`config.mk`:
```
export PLATFORM = sky130hd
export DESIGN_NAME = hazard_ctrl_flat
export DESIGN_NICKNAME = d
export VERILOG_FILES = /design/src/rtl/hazard_ctrl_if.sv /design/src/rtl/hazard_ctrl.sv /design/src/flat_wrapper.sv
export SDC_FILE = /design/constraint.sdc
export NUM_CORES = 1
export LEC_CHECK = 0
export CORE_UTILIZATION = 44
export CTS_BUF_LIST = sky130_fd_sc_hd__clkbuf_16
export DETAILED_ROUTE_END_ITERATION = 10
export PLACE_DENSITY = 0.82
export SYNTH_ARGS = -nofsm -noshare
export SYNTH_HDL_FRONTEND = slang
export SYNTH_SLANG_ARGS = --single-unit
```
`constraint.sdc`:
```
create_clock -name clk -period 4.42 [get_ports clk]
set_input_delay 1.105 -clock clk [delete_from_list [all_inputs] [get_ports clk]]
set_output_delay 1.105 -clock clk [all_outputs]
set_load 0.01 [all_outputs]
```
`src/rtl/hazard_ctrl_if.sv`:
```
// rtl/hazard_ctrl_if.sv - hazard signals between the pipeline (master) and hazard_ctrl (slave)
interface hazard_ctrl_if;
    logic [4:0] id_rs1_i;
    logic [4:0] id_rs2_i;
    logic       id_rs1_used_i;
    logic       id_rs2_used_i;
    logic [4:0] ex_rd_i;
    logic       ex_is_load_i;
    logic       ex_redirect_i;
    logic       imem_ready_i;
    logic       dmem_req_i;
    logic       dmem_ready_i;
    logic       pc_stall_o;
    logic       if2id_stall_o;
    logic       if2id_flush_o;
    logic       id2ex_stall_o;
    logic       id2ex_flush_o;
    logic       ex2mem_stall_o;
    logic       mem2wb_flush_o;
    logic       err_o;

    modport master (
        output id_rs1_i, id_rs2_i, id_rs1_used_i, id_rs2_used_i, ex_rd_i,
               ex_is_load_i, ex_redirect_i, imem_ready_i, dmem_req_i, dmem_ready_i,
        input  pc_stall_o, if2id_stall_o, if2id_flush_o, id2ex_stall_o,
               id2ex_flush_o, ex2mem_stall_o, mem2wb_flush_o, err_o
    );

    modport slave (
        input  id_rs1_i, id_rs2_i, id_rs1_used_i, id_rs2_used_i, ex_rd_i,
               ex_is_load_i, ex_redirect_i, imem_ready_i, dmem_req_i, dmem_ready_i,
        output pc_stall_o, if2id_stall_o, if2id_flush_o, id2ex_stall_o,
               id2ex_flush_o, ex2mem_stall_o, mem2wb_flush_o, err_o
    );
endinterface

```
`src/rtl/hazard_ctrl.sv`:
```
// rtl/hazard_ctrl.sv - RV32I pipeline hazard controller with dmem watchdog
// Optional perf counters enabled by HAZARD_PERF_EN.
module hazard_ctrl #(
    parameter int MAX_WAIT = 16,
    parameter int WAIT_W   = 8
) (
    input  logic          clk,
    input  logic          rst,
    hazard_ctrl_if.slave  hz
`ifdef HAZARD_PERF_EN
    ,
    output logic [31:0]   perf_stall_cnt_o,
    output logic [31:0]   perf_flush_cnt_o
`endif
);

    typedef enum logic [1:0] {
        S_RUN      = 2'd0,
        S_MEM_WAIT = 2'd1,
        S_ERROR    = 2'd2
    } state_t;

    localparam logic [WAIT_W-1:0] L_MAX_WAIT = WAIT_W'(MAX_WAIT);
    localparam logic [WAIT_W-1:0] L_ONE      = WAIT_W'(1);

    state_t            r_state;
    state_t            w_next_state;
    logic [WAIT_W-1:0] r_wait_cnt;
    logic [WAIT_W-1:0] w_next_cnt;
    logic              r_err;

    logic w_dwait;
    logic w_lu;
    logic w_pc_stall;
    logic w_if2id_stall;
    logic w_if2id_flush;
    logic w_id2ex_stall;
    logic w_id2ex_flush;
    logic w_ex2mem_stall;
    logic w_mem2wb_flush;

    assign w_dwait = hz.dmem_req_i & ~hz.dmem_ready_i;

    // x0 is hardwired to zero, so a load targeting it never creates a dependency
    assign w_lu = hz.ex_is_load_i & (hz.ex_rd_i != 5'd0) &
                  ((hz.id_rs1_used_i & (hz.id_rs1_i == hz.ex_rd_i)) |
                   (hz.id_rs2_used_i & (hz.id_rs2_i == hz.ex_rd_i)));

    always_comb begin
        w_pc_stall     = 1'b0;
        w_if2id_stall  = 1'b0;
        w_if2id_flush  = 1'b0;
        w_id2ex_stall  = 1'b0;
        w_id2ex_flush  = 1'b0;
        w_ex2mem_stall = 1'b0;
        w_mem2wb_flush = 1'b0;
        if (rst) begin
            w_if2id_flush  = 1'b1;
            w_id2ex_flush  = 1'b1;
            w_mem2wb_flush = 1'b1;
        end else if (r_state == S_ERROR) begin
            w_pc_stall     = 1'b1;
            w_if2id_stall  = 1'b1;
            w_id2ex_stall  = 1'b1;
            w_ex2mem_stall = 1'b1;
        end else if (w_dwait) begin
            w_pc_stall     = 1'b1;
            w_if2id_stall  = 1'b1;
            w_id2ex_stall  = 1'b1;
            w_ex2mem_stall = 1'b1;
            w_mem2wb_flush = 1'b1;
        end else if (hz.ex_redirect_i) begin
            w_if2id_flush  = 1'b1;
            w_id2ex_flush  = 1'b1;
        end else if (w_lu) begin
            w_pc_stall     = 1'b1;
            w_if2id_stall  = 1'b1;
            w_id2ex_flush  = 1'b1;
        end else if (!hz.imem_ready_i) begin
            w_pc_stall     = 1'b1;
            w_if2id_flush  = 1'b1;
        end
    end

    always_comb begin
        w_next_state = r_state;
        w_next_cnt   = r_wait_cnt;
        case (r_state)
            S_RUN: begin
                if (w_dwait) begin
                    w_next_state = S_MEM_WAIT;
                    w_next_cnt   = L_ONE;
                end
            end
            S_MEM_WAIT: begin
                if (!w_dwait) begin
                    w_next_state = S_RUN;
                    w_next_cnt   = '0;
                end else if (r_wait_cnt == L_MAX_WAIT) begin
                    w_next_state = S_ERROR;
                end else if (r_wait_cnt < L_MAX_WAIT) begin
                    w_next_cnt   = r_wait_cnt + L_ONE;
                end
            end
            S_ERROR: begin
                w_next_state = S_ERROR;
            end
            default: begin
                w_next_state = S_RUN;
                w_next_cnt   = '0;
            end
        endcase
    end

    always_ff @(posedge clk or posedge rst) begin
        if (rst) begin
            r_state    <= S_RUN;
            r_wait_cnt <= '0;
            r_err      <= 1'b0;
        end else begin
            r_state    <= w_next_state;
            r_wait_cnt <= w_next_cnt;
            r_err      <= (w_next_state == S_ERROR);
        end
    end

    assign hz.pc_stall_o     = w_pc_stall;
    assign hz.if2id_stall_o  = w_if2id_stall;
    assign hz.if2id_flush_o  = w_if2id_flush;
    assign hz.id2ex_stall_o  = w_id2ex_stall;
    assign hz.id2ex_flush_o  = w_id2ex_flush;
    assign hz.ex2mem_stall_o = w_ex2mem_stall;
    assign hz.mem2wb_flush_o = w_mem2wb_flush;
    assign hz.err_o          = r_err;

`ifdef HAZARD_PERF_EN
    logic        w_perf_stall_inc;
    logic        w_perf_flush_inc;
    logic [31:0] r_perf_stall_cnt;
    logic [31:0] r_perf_flush_cnt;

    assign w_perf_stall_inc = w_pc_stall & (r_state != S_ERROR);
    assign w_perf_flush_inc = (r_state != S_ERROR) & ~w_dwait & hz.ex_redirect_i;

    always_ff @(posedge clk or posedge rst) begin
        if (rst) begin
            r_perf_stall_cnt <= '0;
            r_perf_flush_cnt <= '0;
        end else begin
            if (w_perf_stall_inc) r_perf_stall_cnt <= r_perf_stall_cnt + 32'd1;
            if (w_perf_flush_inc) r_perf_flush_cnt <= r_perf_flush_cnt + 32'd1;
        end
    end

    assign perf_stall_cnt_o = r_perf_stall_cnt;
    assign perf_flush_cnt_o = r_perf_flush_cnt;
`endif

endmodule
```
`src/flat_wrapper.sv`:
```
// flat-port wrapper written by rule: the top's interface ports become plain ports
module hazard_ctrl_flat 
#(
    parameter int MAX_WAIT = 16,
    parameter int WAIT_W   = 8
)
  (clk, rst, hz_id_rs1_i, hz_id_rs2_i, hz_id_rs1_used_i, hz_id_rs2_used_i, hz_ex_rd_i, hz_ex_is_load_i, hz_ex_redirect_i, hz_imem_ready_i, hz_dmem_req_i, hz_dmem_ready_i, hz_pc_stall_o, hz_if2id_stall_o, hz_if2id_flush_o, hz_id2ex_stall_o, hz_id2ex_flush_o, hz_ex2mem_stall_o, hz_mem2wb_flush_o, hz_err_o);
  hazard_ctrl_if hz_i ();
  input  logic clk;
  input  logic rst;
  input wire logic [$bits(hz_i.id_rs1_i)-1:0] hz_id_rs1_i;
  input wire logic [$bits(hz_i.id_rs2_i)-1:0] hz_id_rs2_i;
  input wire logic [$bits(hz_i.id_rs1_used_i)-1:0] hz_id_rs1_used_i;
  input wire logic [$bits(hz_i.id_rs2_used_i)-1:0] hz_id_rs2_used_i;
  input wire logic [$bits(hz_i.ex_rd_i)-1:0] hz_ex_rd_i;
  input wire logic [$bits(hz_i.ex_is_load_i)-1:0] hz_ex_is_load_i;
  input wire logic [$bits(hz_i.ex_redirect_i)-1:0] hz_ex_redirect_i;
  input wire logic [$bits(hz_i.imem_ready_i)-1:0] hz_imem_ready_i;
  input wire logic [$bits(hz_i.dmem_req_i)-1:0] hz_dmem_req_i;
  input wire logic [$bits(hz_i.dmem_ready_i)-1:0] hz_dmem_ready_i;
  output wire logic [$bits(hz_i.pc_stall_o)-1:0] hz_pc_stall_o;
  output wire logic [$bits(hz_i.if2id_stall_o)-1:0] hz_if2id_stall_o;
  output wire logic [$bits(hz_i.if2id_flush_o)-1:0] hz_if2id_flush_o;
  output wire logic [$bits(hz_i.id2ex_stall_o)-1:0] hz_id2ex_stall_o;
  output wire logic [$bits(hz_i.id2ex_flush_o)-1:0] hz_id2ex_flush_o;
  output wire logic [$bits(hz_i.ex2mem_stall_o)-1:0] hz_ex2mem_stall_o;
  output wire logic [$bits(hz_i.mem2wb_flush_o)-1:0] hz_mem2wb_flush_o;
  output wire logic [$bits(hz_i.err_o)-1:0] hz_err_o;
  assign hz_i.id_rs1_i = hz_id_rs1_i;
  assign hz_i.id_rs2_i = hz_id_rs2_i;
  assign hz_i.id_rs1_used_i = hz_id_rs1_used_i;
  assign hz_i.id_rs2_used_i = hz_id_rs2_used_i;
  assign hz_i.ex_rd_i = hz_ex_rd_i;
  assign hz_i.ex_is_load_i = hz_ex_is_load_i;
  assign hz_i.ex_redirect_i = hz_ex_redirect_i;
  assign hz_i.imem_ready_i = hz_imem_ready_i;
  assign hz_i.dmem_req_i = hz_dmem_req_i;
  assign hz_i.dmem_ready_i = hz_dmem_ready_i;
  assign hz_pc_stall_o = hz_i.pc_stall_o;
  assign hz_if2id_stall_o = hz_i.if2id_stall_o;
  assign hz_if2id_flush_o = hz_i.if2id_flush_o;
  assign hz_id2ex_stall_o = hz_i.id2ex_stall_o;
  assign hz_id2ex_flush_o = hz_i.id2ex_flush_o;
  assign hz_ex2mem_stall_o = hz_i.ex2mem_stall_o;
  assign hz_mem2wb_flush_o = hz_i.mem2wb_flush_o;
  assign hz_err_o = hz_i.err_o;
  hazard_ctrl #(.MAX_WAIT(MAX_WAIT), .WAIT_W(WAIT_W)) u_core (.clk(clk), .rst(rst), .hz(hz_i));
endmodule
```
# Yosys cells after proc, flatten, opt, wreduce, memory -nomap -nowiden
# Index checks and enable logic that the tools add are counted.
[op_classes]
add_sub_neg = 1
n_lt_le_gt_ge = 1
n_eq_ne = 9
mux = 34
bitwise = 8
n_reduce_logical = 3
[op_table]
columns = ["op", "count"]
rows = [
  ["$mux W8", 4],
  ["$mux W1", 25],
  ["$pmux W8 S3", 1],
  ["$eq A5 B5 Y1", 2],
  ["$add A8 B1 Y8 const B", 1],
  ["$eq A8 B5 Y1 const B", 1],
  ["$lt A8 B5 Y1 const B", 1],
  ["$mux W2", 3],
  ["$ne A3 B3 Y1 const B", 2],
  ["$pmux W2 S3", 1],
  ["$and A1 B1 Y1", 5],
  ["$reduce_bool A5 Y1", 1],
  ["$eq A2 B2 Y1 const B", 2],
  ["$reduce_and A4 Y1", 1],
  ["$eq A2 B1 Y1 const B", 1],
  ["$logic_not A2 Y1", 1],
  ["$ne A2 B1 Y1 const B", 1],
  ["$not A1 Y1", 2],
  ["$or A1 B1 Y1", 1],
]
[word_totals]
regBits = 11
in_bits = 24
out_inout_bits = 8
word_cells = 59

# Logic depth before layout (Yosys ltp)
[depth]
ltp_word = 9
ltp_mapped = 5
ltp_nobuf = 5

# Least setup slack after synthesis
# Ideal clock, no wire load.
[synth_path]
kind = "input port to output port"
start = "input port hz_ex_rd_i[0]"
end = "output port hz_pc_stall_o"
arrival_ps = 2127
required_ps = 3315
path_slack_ps = 1188
path_stages = 4
path_buffers = 0
path_cell_list = "or4_4 -> o21ai_2 -> a21oi_2 -> a211o_1"
[synth_via]
elab_chain_cells = 9
elab_cells_between_ends = 13
classes_between = "eq/ne: 2; mux: 5; bitwise: 5; reduce/logical: 1"
[synth_rtl]
columns = ["element", "line", "text"]
rows = [
  ["start: declaration", "flat_wrapper.sv:15", "input wire logic [$bits(hz_i.ex_rd_i)-1:0] hz_ex_rd_i;"],
  ["$eq A5 B5 Y1 (on tied branches)", "hazard_ctrl.sv:46, hazard_ctrl.sv:47", ""],
  ["$and A1 B1 Y1 (on tied branches)", "hazard_ctrl.sv:46, hazard_ctrl.sv:47", ""],
  ["$or A1 B1 Y1", "hazard_ctrl.sv:46", "((hz.id_rs1_used_i & (hz.id_rs1_i == hz.ex_rd_i)) |"],
  ["$and A1 B1 Y1 (*)", "hazard_ctrl.sv:45", "assign w_lu = hz.ex_is_load_i & (hz.ex_rd_i != 5'd0) &"],
  ["$mux W1 (*)", "hazard_ctrl.sv:75", "end else if (w_lu) begin"],
  ["$mux W1 (*)", "hazard_ctrl.sv:72", "end else if (hz.ex_redirect_i) begin"],
  ["$mux W1 (*)", "hazard_ctrl.sv:66", "end else if (w_dwait) begin"],
  ["$mux W1 (*)", "hazard_ctrl.sv:61", "end else if (r_state == S_ERROR) begin"],
  ["$mux W1 (*)", "hazard_ctrl.sv:57", "if (rst) begin"],
  ["end: declaration", "flat_wrapper.sv:21", "output wire logic [$bits(hz_i.pc_stall_o)-1:0] hz_pc_stall_o;"],
]
# Mark *: on every way between the ends. The rest lies on a longest branch, timed or not.

# Worst setup path after layout
[layout_path]
start = "input port hz_ex_rd_i[0]"
end = "output port hz_id2ex_flush_o"
[layout_via]
elab_chain_cells = 9
elab_cells_between_ends = 13
classes_between = "eq/ne: 2; mux: 5; bitwise: 5; reduce/logical: 1"
[layout_rtl]
columns = ["element", "line", "text"]
rows = [
  ["$eq A5 B5 Y1 (on tied branches)", "hazard_ctrl.sv:46, hazard_ctrl.sv:47", ""],
  ["$and A1 B1 Y1 (on tied branches)", "hazard_ctrl.sv:46, hazard_ctrl.sv:47", ""],
  ["$or A1 B1 Y1", "hazard_ctrl.sv:46", ""],
  ["$and A1 B1 Y1 (*)", "hazard_ctrl.sv:45", ""],
  ["$mux W1 (*)", "hazard_ctrl.sv:75", ""],
  ["$mux W1 (*)", "hazard_ctrl.sv:72", ""],
  ["$mux W1 (*)", "hazard_ctrl.sv:66", ""],
  ["$mux W1 (*)", "hazard_ctrl.sv:61", ""],
  ["$mux W1 (*)", "hazard_ctrl.sv:57", ""],
  ["end: declaration", "flat_wrapper.sv:25", "output wire logic [$bits(hz_i.id2ex_flush_o)-1:0] hz_id2ex_flush_o;"],
]
# Marked as above.

==> metrics.txt <==
R2R cell count=5; TritonCTS Buffers=3; most common cell after layout, fill and taps aside=clkdlybuf4s50_1; crit path capture type=primary output; Remaining DRCs=4; Clock transition at path regs=0.04 ns; Slew Viols, Final=0; Post-Synth XOR/XNOR Area=13.9%; Root Buffer=clkbuf_16; kind of critical path=in -> out; largest net degree at the start of global routing=13; Routed WL=1900 um; P_leak=0.518 nW; Hold-fix buffers, CTS=0; First-pass DRT Iterations=9; Power Total=0.000334 W; Final Cycle Share=96.2%; CP max-delay cell=clkdlybuf4s50_1; Synth cell types=32; Area growth, synth to finish=53.5%; Worst Max-Slew Pin Slew=0.509 ns; post-synthesis sequential area ratio=36.3%; WP data required=3.31 ns; fin area=1160 um2; GPL Wtd Cong=0.764; commonest non-fill, non-tap cells in the layout=31 x clkdlybuf4s50_1, 11 x dfrtp_1, 8 x xor2_1; placed insts=127; synth warn=0; status=complete, but fails checks; CP Max Fanout=4; GR Util All Layers=23.5%; CTS tree=built; initial antenna violation count=0; Peak VDD IR=0.355 mV; setup total negative slack=0 ns; Post-Synth Adder-Cell Area=3.30%; dpl hpwl=1530 um; number of synthesized flops with an enable pin=0; via/cell ratio=5.50; Reg area=275 um2; min Tclk post-route=4.25 ns; Rel. slew slack=65.9%; Placed Instance Area=1080 um2; Nets=142; synthesized instance count=81; critical path data arrival time=3.15 ns; vias in the first global route=706; mapped cell area=758 um2; Max clock buf depth=2; Die W=43.5 um; CTS Sinks=11; initial DRC count=19; Most common cell on crit path=clkdlybuf4s50_1; Yosys reg bits=11; I/O pin total=32; # setup viols final=0; H-tree lvl count=1; largest family of logic cells by synthesized area=simple AND/OR/NAND/NOR gates; Fin Clk Skew=0.00200 ns; CP startpoint kind=primary input; Synth Flop Type=dfrtp_1; syn_nets=107; post-CTS sizing=0; stages on the worst setup path=7; multi-input logic area=460 um2; antenna cells=0; mux share of post-synthesis cell area=0%; Largest delay share family, worst path=buffers and inverters; DIE HEIGHT=43.5 um; first-pass GRT wire length=3260 um; Filler cells=118; simple-gate area share of the yosys netlist=25.4%; Hold Crit Depth=1; R2R Setup Slk=2.91 ns; Skew-Pair Late Insertion Delay=0.24 ns; die area=1890 um2; routed length per instance=14.5 um; antenna viol nets, final=0; Post-Layout Cell Count=131; Cell Chain, Critical Path=clkdlybuf4s50_1, xor2_1, nor4_1, nand3_1, a21oi_2, o21ba_2, clkdlybuf4s50_1; grt total ovfl=0; Synth Area in Compound Gates=18.2%; std cell rows=14; Power Density=287 nW/um2; routed via count=720; Post-CTS Setup Bufs=0; CP peak stage delay=0.52 ns; ys async rst share=100%; Core Region=1560 um2; Starting Density=48.6%; Avg Inst Size Synth=9.36 um2; # port buffers=31; Fin. Hold Viols=0; Buf/Inv on CP=2; Hold Slack=0.521 ns; Max-Cap Viols=0; hold crit path type=reg -> reg; failing checks=design-rule violations; share of post-route cells with drive strength above 1=11.3%; highest clock rate=235 MHz; unrepaired setup endpoints after global routing=false
final cells by class:
| class | count | area share, % |
|---|---|---|
| sequential | 11 | 23.7 |
| clock inverter | 1 | 0.323 |
| timing repair buffer | 32 | 27.3 |
| inverter | 3 | 0.968 |
| clock buffer | 3 | 6.45 |
| multi-input combinational | 65 | 39.6 |
| tap | 16 | 1.72 |
state kept, by name, indices dropped and copies added (netlist names):
register / cells
u_core.r_state: 2
u_core.hz.err_o: 1
u_core.r_wait_cnt: 8
Yosys cell counts, drive strengths merged, types with 3 or more instances:
master	number	area [um2]
o21ai	7	38.8
xor2	8	70.1
xnor2	4	35.0
inv	3	11.3
nor2	5	18.8
nand4	4	25.0
and2	3	18.8
a21oi	4	23.8
nand2	4	15.0
nor4	3	33.8
dfrtp	11	275
cells by family (layout without fill, tap and decap cells):
logic type      Yosys count  after routing
compound gates           20             20
fa+ha+maj                 2              2
xor+xnor                 12             12
simple gates             31             31
buf+inv                   5             39
flops                    11             11
metrics by stage:
step	worst slack [ns]	utilization [%]
6_report	0.166	74.6
2_1_floorplan	1.19	-
3_5_place_dp	0.187	69.6
3_3_place_gp	0.224	69.6
4_1_cts	0.178	74.6
5_1_grt	0.0811	74.6
routing by layer:
metal  vias to the layer above  share of wire [%]  GRT usage, %
met3                         4                3.4          5.42
met1                       337                 41          28.5
li1                        362                  -             -
met2                        17                 54          40.3
met5                         -                  0             0
met4                         0                1.8          9.38
report_power, final:
group	total [W]	leakage (nW)	switching [W]	internal, W
registers	0.000108	0.150	0.00000452	0.000104
logic	0.0000635	0.326	0.0000253	0.0000383
clock network	0.000163	0.0423	0.0000440	0.000119
worst paths after layout:
path,startpoint,to
worst max-delay path,hz_ex_rd_i[0],hz_id2ex_flush_o
worst min-delay path,u_core.r_wait_cnt[3],u_core.r_wait_cnt[3]
worst max register to register,u_core.r_wait_cnt[4],u_core.r_wait_cnt[3]
worst min register to register,u_core.r_wait_cnt[3],u_core.r_wait_cnt[3]
max in group asynchronous,rst,u_core.r_state[1]
min in group asynchronous,rst,u_core.r_wait_cnt[6]
No activity file was read; power rests on OpenSTA's default activity.
